**config.mk**
```make
export PLATFORM = sky130hd
export DESIGN_NAME = rail_power_monitor
export DESIGN_NICKNAME = d
export VERILOG_FILES = /design/src/rtl/power_mon_pkg.sv /design/src/rtl/seq_mul16.sv /design/src/rtl/rail_power_monitor.sv
export SDC_FILE = /design/constraint.sdc
export NUM_CORES = 2
export LEC_CHECK = 0
export BUFFER_PORTS_ARGS = -buffer_cell sky130_fd_sc_hd__buf_2
export CAP_MARGIN = 30
export CORE_MARGIN = 3
export CORE_UTILIZATION = 25
export DETAILED_ROUTE_END_ITERATION = 16
export GPL_ROUTABILITY_DRIVEN = 0
export HOLD_SLACK_MARGIN = 0.02
export MAX_ROUTING_LAYER = met4
export PLACE_DENSITY_LB_ADDON = 0.05
export SKIP_LAST_GASP = 1
export SLEW_MARGIN = 20
export SYNTH_ARGS = -nofsm -noshare
export SYNTH_HDL_FRONTEND = slang
export SYNTH_SLANG_ARGS = --single-unit
```
**constraint.sdc**
```tcl
create_clock -name CLK_50 -period 6.85 [get_ports CLK_50]
set_input_delay 0.3425 -clock CLK_50 [delete_from_list [all_inputs] [get_ports CLK_50]]
set_output_delay 0.3425 -clock CLK_50 [all_outputs]
set_load 0.1 [all_outputs]
```
**src/rtl/power_mon_pkg.sv**
```systemverilog
`default_nettype none
// ============================================================================
//  Module   : power_mon_pkg
//  Purpose  : Shared types, widths and helpers for the core-rail power
//             monitor (FSM state encoding, telemetry/power widths, overrun
//             counter saturation and hysteretic alarm evaluation).
//  Revision : 1.0  initial release
// ============================================================================
package power_mon_pkg;

    localparam int PWR_W = 32;   // power word, 10 uW LSB
    localparam int TEL_W = 16;   // telemetry word (voltage or current)
    localparam int OVR_W = 8;    // overrun counter width

    // Sample-processing sequence: capture, two products, accumulate, publish.
    typedef enum logic [2:0] {
        IDLE = 3'd0,
        MUL0 = 3'd1,
        MUL1 = 3'd2,
        ACC  = 3'd3,
        OUT  = 3'd4
    } state_t;

    // Increment that sticks at all-ones instead of wrapping.
    function automatic logic [OVR_W-1:0] sat_inc(input logic [OVR_W-1:0] v);
        return (&v) ? v : (v + OVR_W'(1));
    endfunction

    // Alarm with hysteresis: forced low until the window is full, then set
    // strictly above hi, cleared strictly below lo, held in between.
    function automatic logic hyst_flag(
        input logic             full,
        input logic [PWR_W-1:0] avg,
        input logic [PWR_W-1:0] hi,
        input logic [PWR_W-1:0] lo,
        input logic             cur
    );
        if (!full) begin
            return 1'b0;
        end else if (avg > hi) begin
            return 1'b1;
        end else if (avg < lo) begin
            return 1'b0;
        end
        return cur;
    endfunction

endpackage
`default_nettype wire

```
**src/rtl/seq_mul16.sv**
```systemverilog
`default_nettype none
// ============================================================================
//  Module   : seq_mul16
//  Purpose  : 16x16 -> 32-bit unsigned shift-add multiplier, one partial
//             product per clock. The start edge latches the operands and
//             already folds in multiplier bit 0, so the 15 following edges
//             finish the product and done pulses 16 cycles after start.
//  Revision : 1.0  initial release
// ============================================================================
module seq_mul16
    import power_mon_pkg::*;
(
    input  logic             clk,
    input  logic             rst,
    input  logic             start,
    input  logic [TEL_W-1:0] a,
    input  logic [TEL_W-1:0] b,
    output logic             busy,
    output logic             done,
    output logic [PWR_W-1:0] p
);

    localparam logic [3:0] c_LAST_BIT = 4'd15;
    localparam logic [3:0] c_BIT_ONE  = 4'd1;

    logic [PWR_W-1:0] r_mcand;   // multiplicand, pre-shifted to the current bit weight
    logic [TEL_W-1:0] r_mplier;  // remaining multiplier bits, current bit in [0]
    logic [PWR_W-1:0] r_acc;
    logic [3:0]       r_bit;
    logic             r_busy;
    logic             r_done;

    // Shift-add iteration; start has priority and restarts the product.
    always_ff @(posedge clk) begin
        if (rst) begin
            r_mcand  <= '0;
            r_mplier <= '0;
            r_acc    <= '0;
            r_bit    <= '0;
            r_busy   <= 1'b0;
            r_done   <= 1'b0;
        end else begin
            r_done <= 1'b0;
            if (start) begin
                r_mcand  <= {{(PWR_W-TEL_W-1){1'b0}}, a, 1'b0};
                r_mplier <= {1'b0, b[TEL_W-1:1]};
                r_acc    <= b[0] ? {{(PWR_W-TEL_W){1'b0}}, a} : '0;
                r_bit    <= c_BIT_ONE;
                r_busy   <= 1'b1;
            end else if (r_busy) begin
                if (r_mplier[0]) begin
                    r_acc <= r_acc + r_mcand;
                end
                r_mcand  <= {r_mcand[PWR_W-2:0], 1'b0};
                r_mplier <= {1'b0, r_mplier[TEL_W-1:1]};
                r_bit    <= r_bit + c_BIT_ONE;
                if (r_bit == c_LAST_BIT) begin
                    r_busy <= 1'b0;
                    r_done <= 1'b1;
                end
            end
        end
    end

    assign busy = r_busy;
    assign done = r_done;
    assign p    = r_acc;

endmodule
`default_nettype wire

```
**src/rtl/rail_power_monitor.sv**
```systemverilog
`default_nettype none
// ============================================================================
//  Module   : rail_power_monitor
//  Purpose  : Samples voltage/current telemetry of two core rails on a
//             periodic tick or on request, forms P = V*I per channel with one
//             shared sequential multiplier, keeps a 2^AVG_LOG2-sample moving
//             average per channel and raises hysteretic over-power alarms.
//  Revision : 1.0  initial release
// ============================================================================
module rail_power_monitor
    import power_mon_pkg::*;
#(
    parameter int SAMPLE_DIV   = 5_000_000,
    parameter int AVG_LOG2     = 3,
    parameter int PWR_HI_LIMIT = 1_000_000,
    parameter int PWR_LO_LIMIT = 900_000
) (
    input  logic             CLK_50,
    input  logic             RESET,
    input  logic             ENABLE,
    input  logic             SAMPLE_REQ,
    input  logic [TEL_W-1:0] VOUT_S_0,
    input  logic [TEL_W-1:0] IOUT_S_0,
    input  logic [TEL_W-1:0] VOUT_S_1,
    input  logic [TEL_W-1:0] IOUT_S_1,
    output logic [PWR_W-1:0] PWR_0,
    output logic [PWR_W-1:0] PWR_1,
    output logic             PWR_VALID,
    output logic             AVG_READY,
    output logic             OVER_PWR_0,
    output logic             OVER_PWR_1,
    output logic [OVR_W-1:0] OVERRUN_CNT
);

    localparam int c_WIN    = 1 << AVG_LOG2;
    localparam int c_SUM_W  = PWR_W + AVG_LOG2;
    localparam int c_FILL_W = AVG_LOG2 + 1;
    localparam int c_CNT_W  = (SAMPLE_DIV > 1) ? $clog2(SAMPLE_DIV) : 1;

    localparam logic [c_CNT_W-1:0]  c_CNT_LAST  = c_CNT_W'(SAMPLE_DIV - 1);
    localparam logic [c_CNT_W-1:0]  c_CNT_ONE   = c_CNT_W'(1);
    localparam logic [AVG_LOG2-1:0] c_WP_ONE    = AVG_LOG2'(1);
    localparam logic [c_FILL_W-1:0] c_FILL_FULL = c_FILL_W'(c_WIN);
    localparam logic [c_FILL_W-1:0] c_FILL_ONE  = c_FILL_W'(1);
    localparam logic [PWR_W-1:0]    c_HI        = PWR_W'(PWR_HI_LIMIT);
    localparam logic [PWR_W-1:0]    c_LO        = PWR_W'(PWR_LO_LIMIT);

    // ---------------------------------------------------------------- signals
    state_t              r_state;
    state_t              w_state_next;

    logic [c_CNT_W-1:0]  r_tick_cnt;
    logic                w_tick;
    logic                w_trig;
    logic                w_accept;
    logic                w_drop;

    logic [TEL_W-1:0]    r_v0;
    logic [TEL_W-1:0]    r_i0;
    logic [TEL_W-1:0]    r_v1;
    logic [TEL_W-1:0]    r_i1;
    logic                r_kick;     // first MUL0 cycle: launch the channel-0 product

    logic                w_mul_start;
    logic                w_mul_busy;
    logic                w_mul_done;
    logic [TEL_W-1:0]    w_mul_a;
    logic [TEL_W-1:0]    w_mul_b;
    logic [PWR_W-1:0]    w_mul_p;
    logic [PWR_W-1:0]    r_p0;

    logic [PWR_W-1:0]    r_buf0 [c_WIN];
    logic [PWR_W-1:0]    r_buf1 [c_WIN];
    logic [AVG_LOG2-1:0] r_wp;
    logic [c_FILL_W-1:0] r_fill;
    logic [c_FILL_W-1:0] w_fill_next;
    logic                w_full_next;
    logic [c_SUM_W-1:0]  r_sum0;
    logic [c_SUM_W-1:0]  r_sum1;
    logic [c_SUM_W-1:0]  w_sum0_next;
    logic [c_SUM_W-1:0]  w_sum1_next;
    logic [PWR_W-1:0]    w_avg0_next;
    logic [PWR_W-1:0]    w_avg1_next;

    logic [PWR_W-1:0]    r_pwr0;
    logic [PWR_W-1:0]    r_pwr1;
    logic                r_pwr_valid;
    logic                r_avg_ready;
    logic                r_over0;
    logic                r_over1;
    logic [OVR_W-1:0]    r_overrun;

    // ------------------------------------------------------------ tick / trig
    // Free-running sample divider; held at zero whenever sampling is disabled.
    always_ff @(posedge CLK_50) begin
        if (RESET || !ENABLE) begin
            r_tick_cnt <= '0;
        end else if (r_tick_cnt == c_CNT_LAST) begin
            r_tick_cnt <= '0;
        end else begin
            r_tick_cnt <= r_tick_cnt + c_CNT_ONE;
        end
    end

    assign w_tick   = ENABLE && (r_tick_cnt == c_CNT_LAST);
    assign w_trig   = w_tick || SAMPLE_REQ;
    // Only a genuinely idle sequencer takes a new sample; the OUT cycle counts as busy.
    assign w_accept = w_trig && (r_state == IDLE);
    assign w_drop   = w_trig && (r_state != IDLE);

    // --------------------------------------------------------------------- FSM
    // State register.
    always_ff @(posedge CLK_50) begin
        if (RESET) begin
            r_state <= IDLE;
        end else begin
            r_state <= w_state_next;
        end
    end

    // Next-state: wait on the multiplier for each channel, then one cycle each for ACC/OUT.
    always_comb begin
        w_state_next = r_state;
        case (r_state)
            IDLE: if (w_trig)     w_state_next = MUL0;
            MUL0: if (w_mul_done) w_state_next = MUL1;
            MUL1: if (w_mul_done) w_state_next = ACC;
            ACC:                  w_state_next = OUT;
            OUT:                  w_state_next = IDLE;
            default:              w_state_next = IDLE;
        endcase
    end

    // Capture the telemetry snapshot; later input changes do not affect this sample.
    always_ff @(posedge CLK_50) begin
        if (RESET) begin
            r_v0   <= '0;
            r_i0   <= '0;
            r_v1   <= '0;
            r_i1   <= '0;
            r_kick <= 1'b0;
        end else begin
            r_kick <= w_accept;
            if (w_accept) begin
                r_v0 <= VOUT_S_0;
                r_i0 <= IOUT_S_0;
                r_v1 <= VOUT_S_1;
                r_i1 <= IOUT_S_1;
            end
        end
    end

    // ------------------------------------------------------------- multiplier
    // Channel 0 launches on the first MUL0 cycle; channel 1 launches back-to-back
    // on the channel-0 done pulse so the two products take exactly 32 cycles.
    assign w_mul_start = (r_kick || ((r_state == MUL0) && w_mul_done)) && !w_mul_busy;
    assign w_mul_a     = r_kick ? r_v0 : r_v1;
    assign w_mul_b     = r_kick ? r_i0 : r_i1;

    seq_mul16 u_mul (
        .clk   (CLK_50),
        .rst   (RESET),
        .start (w_mul_start),
        .a     (w_mul_a),
        .b     (w_mul_b),
        .busy  (w_mul_busy),
        .done  (w_mul_done),
        .p     (w_mul_p)
    );

    // Park the channel-0 product; channel 1 is read straight from the multiplier,
    // which holds its result until the next start.
    always_ff @(posedge CLK_50) begin
        if (RESET) begin
            r_p0 <= '0;
        end else if ((r_state == MUL0) && w_mul_done) begin
            r_p0 <= w_mul_p;
        end
    end

    // --------------------------------------------------------- moving average
    // Running-sum update: drop the oldest slot, add the new product.
    always_comb begin
        w_sum0_next = r_sum0 - {{AVG_LOG2{1'b0}}, r_buf0[r_wp]} + {{AVG_LOG2{1'b0}}, r_p0};
        w_sum1_next = r_sum1 - {{AVG_LOG2{1'b0}}, r_buf1[r_wp]} + {{AVG_LOG2{1'b0}}, w_mul_p};
        w_fill_next = (r_fill == c_FILL_FULL) ? r_fill : (r_fill + c_FILL_ONE);
        w_full_next = (w_fill_next == c_FILL_FULL);
        w_avg0_next = w_sum0_next[c_SUM_W-1:AVG_LOG2];
        w_avg1_next = w_sum1_next[c_SUM_W-1:AVG_LOG2];
    end

    // Window storage, sums, write pointer and fill level; written only in ACC.
    always_ff @(posedge CLK_50) begin
        if (RESET) begin
            for (int k = 0; k < c_WIN; k++) begin
                r_buf0[k] <= '0;
                r_buf1[k] <= '0;
            end
            r_sum0 <= '0;
            r_sum1 <= '0;
            r_wp   <= '0;
            r_fill <= '0;
        end else if (r_state == ACC) begin
            r_buf0[r_wp] <= r_p0;
            r_buf1[r_wp] <= w_mul_p;
            r_sum0       <= w_sum0_next;
            r_sum1       <= w_sum1_next;
            r_wp         <= r_wp + c_WP_ONE;
            r_fill       <= w_fill_next;
        end
    end

    // Published results are loaded on the ACC->OUT edge from the new sums, so
    // PWR_VALID is high exactly while the sequencer sits in OUT.
    always_ff @(posedge CLK_50) begin
        if (RESET) begin
            r_pwr0      <= '0;
            r_pwr1      <= '0;
            r_pwr_valid <= 1'b0;
            r_avg_ready <= 1'b0;
            r_over0     <= 1'b0;
            r_over1     <= 1'b0;
        end else begin
            r_pwr_valid <= 1'b0;
            if (r_state == ACC) begin
                r_pwr0      <= w_avg0_next;
                r_pwr1      <= w_avg1_next;
                r_pwr_valid <= 1'b1;
                r_avg_ready <= w_full_next;
                r_over0     <= hyst_flag(w_full_next, w_avg0_next, c_HI, c_LO, r_over0);
                r_over1     <= hyst_flag(w_full_next, w_avg1_next, c_HI, c_LO, r_over1);
            end
        end
    end

    // Count triggers that arrive while a sample is still in progress.
    always_ff @(posedge CLK_50) begin
        if (RESET) begin
            r_overrun <= '0;
        end else if (w_drop) begin
            r_overrun <= sat_inc(r_overrun);
        end
    end

    assign PWR_0       = r_pwr0;
    assign PWR_1       = r_pwr1;
    assign PWR_VALID   = r_pwr_valid;
    assign AVG_READY   = r_avg_ready;
    assign OVER_PWR_0  = r_over0;
    assign OVER_PWR_1  = r_over1;
    assign OVERRUN_CNT = r_overrun;

endmodule
`default_nettype wire

```
== Word-level counts from Yosys, hierarchy flattened ==
Memories as Yosys holds them, arrays and structs flattened. A register that Yosys moved wholly into a read port is not among the register bits.
Cells that the tools add are included.
Operators by class
  add/sub/neg operators: 10
  equality and inequality tests: 10
  bitwise operators: 2
  magnitude comparators: 4
  mux-type cells: 52
  shift operators: 0
  multiply operators: 0
  divide/modulo/power cells: 0
  reduce and logical (&&, ||, !) cells: 25
Operator list (count)
  $mux W32: 5
  $add A35 B32 Y35: 2
  $sub A35 B32 Y35: 2
  $gt A32 B20 Y1 const B: 2
  $lt A32 B20 Y1 const B: 2
  $reduce_or A32 Y1: 2
  $mux W16: 3
  $mux W17: 2
  $add A32 B32 Y32: 1
  $mux W15: 2
  $mux W1: 29
  $mux W3: 9
  $add A23 B1 Y23 const B: 1
  $eq A23 B23 Y1 const B: 1
  $eq A4 B4 Y1 const B: 3
  $pmux W3 S4: 1
  $add A4 B1 Y4 const B: 2
  $add A8 B1 Y8 const B: 1
  $reduce_and A2 Y1: 4
  $reduce_and A8 Y1: 1
  $eq A3 B2 Y1 const B: 2
  $logic_and A1 B1 Y1: 5
  $mux W4: 1
  $ne A2 B1 Y1 const B: 2
  other kinds (12): 18
Storage, ports and cells
  bits in latches: 0
  bits in writable memories: 512
  word-level logic and storage cells: 132
  memories kept: 2
  register bits: 360
  bits of input ports: 68
  ROM bits: 0
  output and inout port bits: 76
Memories
  r_buf0: depth 8, bits a word 32, rd ports 1, clocked after memory_dff 1, wr ports 8, RTL line rail_power_monitor.sv:72  | logic [PWR_W-1:0] r_buf0 [c_WIN];
  r_buf1: depth 8, bits a word 32, rd ports 1, clocked after memory_dff 1, wr ports 8, RTL line rail_power_monitor.sv:73  | logic [PWR_W-1:0] r_buf1 [c_WIN];

== Depth between registers and ports, before layout ==
  word-level depth: 9
  mapped depth: 19
  gate-level depth less buffers: 17

== Cells and area by module ==
A second synthesis with hierarchy kept.
Unflattened totals
  cells, all modules: 3941
  area, all modules: 42266.8 um^2
Modules (own cells, without submodules)
  rail_power_monitor: sequential area each 19678.9 um^2, instances 1, cells an instance 3324, area each 37247.0 um^2
  seq_mul16: sequential area each 1681.6 um^2, instances 1, cells an instance 617, area each 5019.8 um^2

== Worst setup path after synthesis ==
Ideal clock, no wire load.
  path kind: reg-to-reg
  start point: reg (tool-made name)
  end point: reg r_over1 (netlist: OVER_PWR_1)
  slack: 1.323 ns
  stages on the path, launching flop included: 20
  setup time: 0.122 ns
  path buffers: 3
  data required time: 6.728 ns
  arrival time: 5.405 ns
  period minus slack after synthesis: 5.527 ns
  path through: dfxtp_1 > clkbuf_1 > buf_1 > mux4_2 > mux2_2 > fa_1 > inv_1 > ha_1 > buf_2 > nand2_1 > o21ai_1 > o221ai_1 > nor3_1 > o31ai_2 > o31a_1 > xnor2_1 > nor4_1 > or4b_1 > nor4_1 > o21ai_1
RTL lines
  end signal, assigned: RTL line rail_power_monitor.sv:231  | r_over1 <= hyst_flag(w_full_next, w_avg1_next, c_HI, c_LO, r_over1);
  end, declared: RTL line rail_power_monitor.sv:90  | logic r_over1;

==> flow_summary.yaml <==
outcome:
  outcome: "complete, no violations"
route:
  wl_met3_um: 3716
  drcViolationCount: 0
  met2WireLength_um: 80670
  drtIter0Drc: 1724
  wl_met1_um: 73610
  via_per_inst: 4.842
  final_antenna_net_count: 0
  dr.pass1.iters: 5
  wl_um: 160600
  post_drt_wl_per_cell_um: 25.44
  vias: 30570
  top_layer_used: "met4"
sta:
  fin_tns_setup_ns: 0
  skew_ns: 0.03743
  max_freq_mhz: 171.1
  relSlewSlack: 0.3111
  finalSetupViolations: 0
  final_max_slew_viol_count: 0
  min_period_ns: 5.845
  min_period_over_period: 0.8533
  hold_violations: 0
  worst_slew_pin_slew_ns: 1.033
  rsz0062_at_grt: "no"
global_route:
  track_usage: 0.1894
  grt_pass1_vias: 31980
  grt_max_degree: 165
  antenna_found_initial: 3
  grt_pass1_wl_um: 234600
  grt_overflow_total: 0
clocking:
  post_cts_buffers: 0
  clkSlewWorstSetupHoldPaths_ns: 0.06
  ctsResizeCount: 0
  htreeDepth: 3
  cts_tree: "done"
  clk_path_buf_depth: 3
  clock_latency_ns: 0.72
  cts-root-buf: "clkbuf_16"
  ctsHoldBuffers: 65
  cts_sinks: 811
  numCtsBuffers: 102
pwr:
  vdd_drop_max_v: 0.0001839
  leakagePower_uw: 0.01727
  power_density_nw_per_um2: 231.3
synthesis:
  synthTopCellsByArea: "edfxtp_1 (37%), dfxtp_1 (14%), mux4_2 (6.9%)"
  synth-edff-count: 512
  synth-compound-area-share: 0.09212
  yosysUniqueCellTypes: 97
  synth.most_common_cell: "edfxtp_1"
  synth-xor-area-share: 0.02397
  synth_seq_cells: 811
  synth_flop_cell: "edfxtp_1"
  synthesis.instances: 3975
  synth_adder_area_share: 0.06252
  synthesis.nets: 4214
  synth_mux_area_frac: 0.09486
  synth_top_family_by_area: "simple AND/OR/NAND/NOR gates"
  async_flop_share: 0
  yosysTopAreaCellShare: 0.3659
  synth_top_cell_by_area: "edfxtp_1"
  yosys-top-cells-count: "edfxtp_1 (512), nand2_1 (452), nor3_1 (374)"
  yosys_warnings: 0
  synth-simple-area-share: 0.1578
  synth_seq_area_share: 0.5083
  syn_area_um2: 42020
  postSynthAreaPerCell_um2: 10.57
setup_path:
  slowest_delay_ns: 0.74
  critPathTopFamily: "compound AO/OA/AOI/OAI gates"
  critPathBufInv: 2
  startpoint_type: "flip-flop"
  crit_arrival_ns: 6.42
  crit_chain: "buf_12, mux4_2, mux2_2, fa_1, inv_1, ha_1, a21oi_1, o211ai_1, a21boi_1, o21ai_0, a31oi_1, xnor2_1, o41a_1, o311ai_1, nor4b_1, o32ai_1"
  endpoint_kind: "flip-flop"
  cp_slowest_cell: "dfxtp_4"
  cp.required_ns: 7.42
  crit_type: "flip-flop to flip-flop"
  cp_max_fo: 42
floorplanning:
  core_area_um2: 165900
  die_h_um: 416.0
  die_area_um2: 173100
  start_util: 0.2533
  die_w_um: 416.0
  ios: 144
  rows: 149
finish:
  layout.cells.non_filler: 6314
  final_nets: 4281
  antennaDiodeCount: 0
  num-fill-cells: 17340
  syn_to_final_growth_pct: 16.04
  drive_above_1_share: 0.1522
job:
  max_cap_viol_count: 0
place:
  placedCellCount: 6058
  port_buffers: 143
  dpl.hpwl_um: 105400
hold_path:
  hold_class: "primary input to flip-flop"
routing by layer:
layer  vias up  GRT usage
met2       408     0.3243
met5         -          -
met1     15590     0.2442
li1      14420          -
met3       158    0.02002
met4         0    0.03506
path summary, 6_finish.rpt:
check                           slack, ns                 start  cells after the start                      end
worst max-delay path                 1.00             flip-flop                     16  OVER_PWR_0$_SDFFE_PP0P_
worst min-delay path                 0.07                 RESET                      2   r_sum1[6]$_SDFFE_PP0P_
worst max register to register       1.00             flip-flop                     16  OVER_PWR_0$_SDFFE_PP0P_
worst min register to register       0.45  r_i1[4]$_SDFFE_PP0P_                      2     r_i1[4]$_SDFFE_PP0P_
per-stage QoR:
| step | utilization | setup slack [ns] | cell area [um2] | hold slack, ns | total power, uW |
|---|---|---|---|---|---|
| finish | 0.2939 | 1.005 | 48760 | 0.06879 | 11280 |
| global route | 0.2939 | 0.4426 | 48760 | 0.04803 | 11710 |
| CTS | 0.2935 | 0.8835 | 48700 | 0.03014 | 11470 |
| detailed placement | 0.2704 | 0.9094 | 44860 | 0.4486 | 6082 |
| global placement | 0.2702 | 0.8974 | 44830 | 0.4440 | 6087 |
| floorplan | - | 1.323 | 42020 | 0.4264 | 5820 |
cells in the final DEF, fill, tap and decap left out, drive strengths merged, types with 14 or more instances in the layout:
| cell | count |
|---|---|
| a211oi | 35 |
| a21o | 39 |
| a21oi | 336 |
| a31oi | 20 |
| and2 | 65 |
| buf | 235 |
| clkbuf | 149 |
| clkinv | 87 |
| dfxtp | 299 |
| dlygate4sd3 | 65 |
| edfxtp | 512 |
| fa | 65 |
| ha | 106 |
| inv | 221 |
| mux2 | 66 |
| mux2i | 36 |
| mux4 | 128 |
| nand2 | 452 |
| nand2b | 24 |
| nand3 | 40 |
| nand4 | 25 |
| nor2 | 234 |
| nor3 | 375 |
| nor4 | 122 |
| o21ai | 80 |
| o21bai | 14 |
| or2 | 14 |
| xnor2 | 56 |
| xor2 | 59 |
final cells by class:
type	instances	area [um2]	area share
Clock buffer	148	2932	0.06012
Multi-Input combinational cell	2554	18210	0.3733
Inverter	272	1021	0.02094
Tap cell	2189	2739	0.05617
Sequential cell	811	21380	0.4385
Timing Repair Buffer	301	2228	0.04570
Clock inverter	39	254.0	0.005209
worst register-to-register path: stages (launching register included):
cell and delay [ns]:
dfxtp_4 0.74, buf_12 0.42, mux4_2 0.56, mux2_2 0.33
fa_1 0.49, inv_1 0.04, ha_1 0.37, a21oi_1 0.30
o211ai_1 0.22, a21boi_1 0.32, o21ai_0 0.19, a31oi_1 0.29
xnor2_1 0.17, o41a_1 0.41, o311ai_1 0.42, nor4b_1 0.28
o32ai_1 0.14
cells by family after synthesis:
family,Yosys count
and+or+nand+nor,1407
DFF,811
AOI/OAI and AO/OA,631
buffers and inverters,610
muxes,230
adders and majority gates,171
xor gates and xnor gates,115
state kept, by name (all words and copies together) (netlist names), 3 cells and up, named ones only:
register and flops:
r_i0 16, r_tick_cnt 23, OVERRUN_CNT 8, r_state 3
r_i1 16, r_buf0 256, r_v1 16, u_mul.r_mcand 31
r_sum0 35, r_v0 16, r_buf1 256, u_mul.p 32
r_p0 32, u_mul.r_mplier 15, r_sum1 35, r_wp 3
u_mul.r_bit 4, r_fill 4
power by group:
group	switching (uW)	total (uW)	internal [uW]
registers	65.4	5380	5310
clock network	2260	5280	3020
logic	399	615	215
total	2720	11300	8550
(Power assumes the default switching activity.)
